===== src/rtl/cas_player_if.sv =====
// Byte stream from the tape-image buffer into the cassette player.
// A byte moves on any cycle where din_valid and din_ready are both high.
interface cas_player_if;
  logic [7:0] din;
  logic       din_valid;
  logic       din_ready;

  modport master (output din, output din_valid, input  din_ready);
  modport slave  (input  din, input  din_valid, output din_ready);
endinterface


===== src/rtl/cas_player.sv =====
// CoCo/Dragon cassette playback: bytes become FSK cycles on casdout, LSB first.
// A 0 bit is one 1200 Hz cycle and a 1 bit is one 2400 Hz cycle. The motor relay freezes playback.
module cas_player #(
  parameter int HALF_0 = 17898,
  parameter int HALF_1 = 8949,
  parameter int CNT_W  = 16
) (
  input  logic               clk,
  input  logic               reset_n,
  input  logic               motor,
  cas_player_if.slave        tape,
  output logic               casdout,
  output logic               active,
  output logic [15:0]        byte_count,
  output logic [11:0]        snd
);

  typedef enum logic [1:0] {IDLE, HIGH, LOW} state_t;

  localparam logic [CNT_W-1:0] H0_M1 = CNT_W'(HALF_0 - 1);
  localparam logic [CNT_W-1:0] H1_M1 = CNT_W'(HALF_1 - 1);

  state_t           state, state_n;
  logic [7:0]       shreg, shreg_n;
  logic [2:0]       bitcnt, bitcnt_n;
  logic [CNT_W-1:0] cnt, cnt_n;
  logic             last, xfer;

  // The byte boundary is the final LOW cycle of bit 7; a new byte may load there with no gap.
  assign last           = (state == LOW) && (cnt == '0) && (bitcnt == 3'd7);
  assign tape.din_ready = reset_n & motor & ((state == IDLE) | last);
  assign xfer           = tape.din_ready & tape.din_valid;

  assign casdout = (state == HIGH);
  assign active  = (state != IDLE);
  assign snd     = casdout ? 12'h200 : 12'h000;

  always_ff @(posedge clk) begin
    if (!reset_n) begin
      state      <= IDLE;
      shreg      <= '0;
      bitcnt     <= '0;
      cnt        <= '0;
      byte_count <= '0;
    end else begin
      state      <= state_n;
      shreg      <= shreg_n;
      bitcnt     <= bitcnt_n;
      cnt        <= cnt_n;
      byte_count <= byte_count + {15'd0, xfer};
    end
  end

  always_comb begin
    state_n  = state;
    shreg_n  = shreg;
    bitcnt_n = bitcnt;
    cnt_n    = cnt;
    if (motor) begin
      case (state)
        HIGH: begin
          if (cnt == '0) begin
            state_n = LOW;
            cnt_n   = shreg[0] ? H1_M1 : H0_M1;
          end else begin
            cnt_n = cnt - 1'b1;
          end
        end
        LOW: begin
          if (cnt != '0) begin
            cnt_n = cnt - 1'b1;
          end else if (bitcnt != 3'd7) begin
            shreg_n  = {1'b0, shreg[7:1]};
            bitcnt_n = bitcnt + 3'd1;
            cnt_n    = shreg[1] ? H1_M1 : H0_M1;
            state_n  = HIGH;
          end else begin
            state_n = IDLE;
          end
        end
        default: state_n = IDLE;
      endcase
    end
    // A transfer can only happen in IDLE or on the last LOW cycle, and it overrides both.
    if (xfer) begin
      shreg_n  = tape.din;
      bitcnt_n = 3'd0;
      cnt_n    = tape.din[0] ? H1_M1 : H0_M1;
      state_n  = HIGH;
    end
  end

endmodule


===== src/flat_wrapper.sv =====
// flat-port wrapper written by rule: the top's interface ports become plain ports
module cas_player_flat 
#(
  parameter int HALF_0 = 17898,
  parameter int HALF_1 = 8949,
  parameter int CNT_W  = 16
)
  (clk, reset_n, motor, casdout, active, byte_count, snd, tape_din, tape_din_valid, tape_din_ready);
  cas_player_if tape_i ();
  input  logic clk;
  input  logic reset_n;
  input  logic motor;
  output logic casdout;
  output logic active;
  output logic [15:0] byte_count;
  output logic [11:0] snd;
  input wire logic [$bits(tape_i.din)-1:0] tape_din;
  input wire logic [$bits(tape_i.din_valid)-1:0] tape_din_valid;
  output wire logic [$bits(tape_i.din_ready)-1:0] tape_din_ready;
  assign tape_i.din = tape_din;
  assign tape_i.din_valid = tape_din_valid;
  assign tape_din_ready = tape_i.din_ready;
  cas_player #(.HALF_0(HALF_0), .HALF_1(HALF_1), .CNT_W(CNT_W)) u_core (.clk(clk), .reset_n(reset_n), .motor(motor), .tape(tape_i), .casdout(casdout), .active(active), .byte_count(byte_count), .snd(snd));
endmodule

===== config.mk =====
export PLATFORM = sky130hd
export DESIGN_NAME = cas_player_flat
export DESIGN_NICKNAME = d
export VERILOG_FILES = /design/src/rtl/cas_player_if.sv /design/src/rtl/cas_player.sv /design/src/flat_wrapper.sv
export SDC_FILE = /design/constraint.sdc
export NUM_CORES = 1
export LEC_CHECK = 0
export BUFFER_PORTS_ARGS = -buffer_cell sky130_fd_sc_hd__clkbuf_2
export CAP_MARGIN = 20
export CORE_MARGIN = 2
export CORE_UTILIZATION = 53
export DETAILED_ROUTE_END_ITERATION = 8
export PLACE_DENSITY = 0.83
export SYNTH_ARGS = -nofsm -noshare
export SYNTH_HDL_FRONTEND = slang
export SYNTH_SLANG_ARGS = --single-unit

===== constraint.sdc =====
create_clock -name clk -period 6.5 [get_ports clk]
set_input_delay 1.95 -clock clk [delete_from_list [all_inputs] [get_ports clk]]
set_output_delay 1.95 -clock clk [all_outputs]
set_load 0.005 [all_outputs]

==> metrics.txt <==
syn avg cell area=8.40 µm²; Setup TNS Final=0 ps; CTS tree=yes; DRT iter0 DRCs=97; commonest non-fill, non-tap cell in the layout=dfxtp_1; Primary FF master, synth=dfxtp_1; number of placed I/O pins=43; DR pass1 iterations=4; Leak=1.12 nW; maximum clock path buffer count=2; Clk pin slew, worst setup/hold paths=80 ps; max cap viols=0; crit path time final=4860 ps; Die W=73.0 µm; power per cell area=roughly 240 mW/mm²; H-tree levels=2; initial antenna violation count=0; Worst VDD drop=167 µV; WS Path Type=in -> out; Relative slew margins=0.512; Core Footprint=0.00466 mm²; count of clock tree sinks=45; Port-buffer cells=31; RSZ-0062 raised after global routing=false; Die Ht=73.0 µm; Routed wire per std cell=13.3 µm; via count=roughly 2.2k; FP Rows=25; area delta synth->final=8.98%; minimum hold slack=461 ps; crit end category=output pin; Placed Area=~0.0026 mm²; WP data required=4550 ps; Hold Fails Final Rpt=0; starting density of the core=0.541; register area share after synthesis=0.357; Routed Antenna Nets=0; largest net degree at the start of global routing=44; via/cell ratio=5.73; Crit path arrival time=2910 ps; number of global-route vias before repair=1,951; hold buffers post-CTS=0; Startpoint Class=input pin; DRT Wirelength=5.10 mm; Post-synth EDFFs=0; # setup viols final=0; measured slew at the worst slew-check pin=732 ps; post-cts resize count=0; flops & latches, synth=45; Final Net Count=344; commonest non-fill, non-tap cells in the layout=dfxtp_1 (45), nand2_1 (33), clkbuf_2 (31), xnor2_1 (18), and2_1 (17); warnings from Yosys=0; GRT Total Usage=0.201; CTS root buffer=clkbuf_8; skew final=~5.0 ps; Max Slew Vio Count=0; global placer's final weighted congestion=0.879; status=finished, final reports clean; n_diodes=0; CTS buffer count=5; DRC=0; fmax=206 MHz; global-route wire length before repair=approximately 8.6 mm; Mapped Cells=300; synthesized cell area=about 0.0025 mm²; Max FO, Critical Path=43; Die Area=0.00532 mm²; Hold/Removal Path Class=reg -> reg; share of cells above drive strength 1=0.171; Clk Latency, worst-skew pair=slightly below 300 ps; Post-synth ARST share=0; Tcrit/Tclk final=0.748; Netlist cell types=58; Post-CTS Setup Inserts=0; total gr overflow=0; HPWL after DPL=3.72 mm; Power, Total=0.000659 W; design area=around 0.0027 mm²
[final timing paths]
check | from | end | slack [ps] | cells after the start
setup / recovery | reset_n | tape_din_ready | 1640 | 3
hold / removal | u_core.bitcnt[1] | u_core.bitcnt[1] | 460 | 2
hold reg to reg | u_core.bitcnt[1] | u_core.bitcnt[1] | 460 | 2
setup reg to reg | u_core.cnt[0] | u_core.byte_count[13] | 2890 | 13
[registers in the layout (all words and copies together), names as in the netlist]
signal,flops
u_core.byte_count,16
u_core.cnt,16
u_core.shreg,8
u_core.bitcnt,3
u_core.state,2
[critical path: stages]
cell	delay, ps
clkbuf_2	560
and4b_1	290
clkbuf_2	110
[area by class of cell]
type,count,area (µm²)
Multi-Input combinational cell,235,1480
Tap cell,54,67.6
Fill cell,421,1910
Timing Repair Buffer,31,155
Clock inverter,1,5.00
Clock buffer,7,96.3
Sequential cell,45,901
Inverter,9,38.8
[per-layer routing]
layer,track usage,wire length (µm),vias to the layer above
met3,0.0345,314,5
met1,0.275,2440,1022
li1,-,-,1091
met5,0,0,-
met4,0.0782,45,0
met2,0.318,2300,70
[cell families after synthesis]
family | after synthesis | synth area share
buffers and inverters | 30 | 0.0690
adders and majority gates | 5 | 0.0248
DFF | 45 | 0.357
other | 1 | 0.00149
muxes | 2 | 0.00844
xor gates and xnor gates | 22 | 0.0764
and+or+nand+nor | 129 | 0.278
AOI/OAI and AO/OA | 66 | 0.184
[synthesized netlist by cell type (7+ instances only)]
cell type  instances  area, µm²
dfxtp_1           45        901
nand2_1           33        124
xnor2_1           18        158
and2_1            17        106
nand3_1           16       80.1
nor2_1            16       60.1
a21oi_1           15       75.1
o21ai_0           13       65.1
buf_4             12       90.1
a21boi_0           8       60.1
inv_1              8       30.0
nor3_1             7       35.0
[where the power goes]
| group | internal (W) | total (W) | switching [W] |
|---|---|---|---|
| clock | 0.0000961 | 0.000187 | 0.0000908 |
| combinational | 0.0000623 | 0.000166 | 0.000104 |
| sequential | 0.000289 | 0.000306 | 0.0000169 |
| total | 0.000448 | 0.000659 | 0.000211 |
[through the flow]
step | instances | util | setup WS (ps)
2_1_floorplan | 310 | - | 2210
3_3_place_gp | 374 | 0.568 | 1640
3_5_place_dp | 374 | 0.568 | 1610
4_1_cts | 382 | 0.590 | 1630
5_1_grt | 382 | 0.590 | 1570
6_report | 382 | 0.590 | 1640
(Power assumes the default switching activity.)
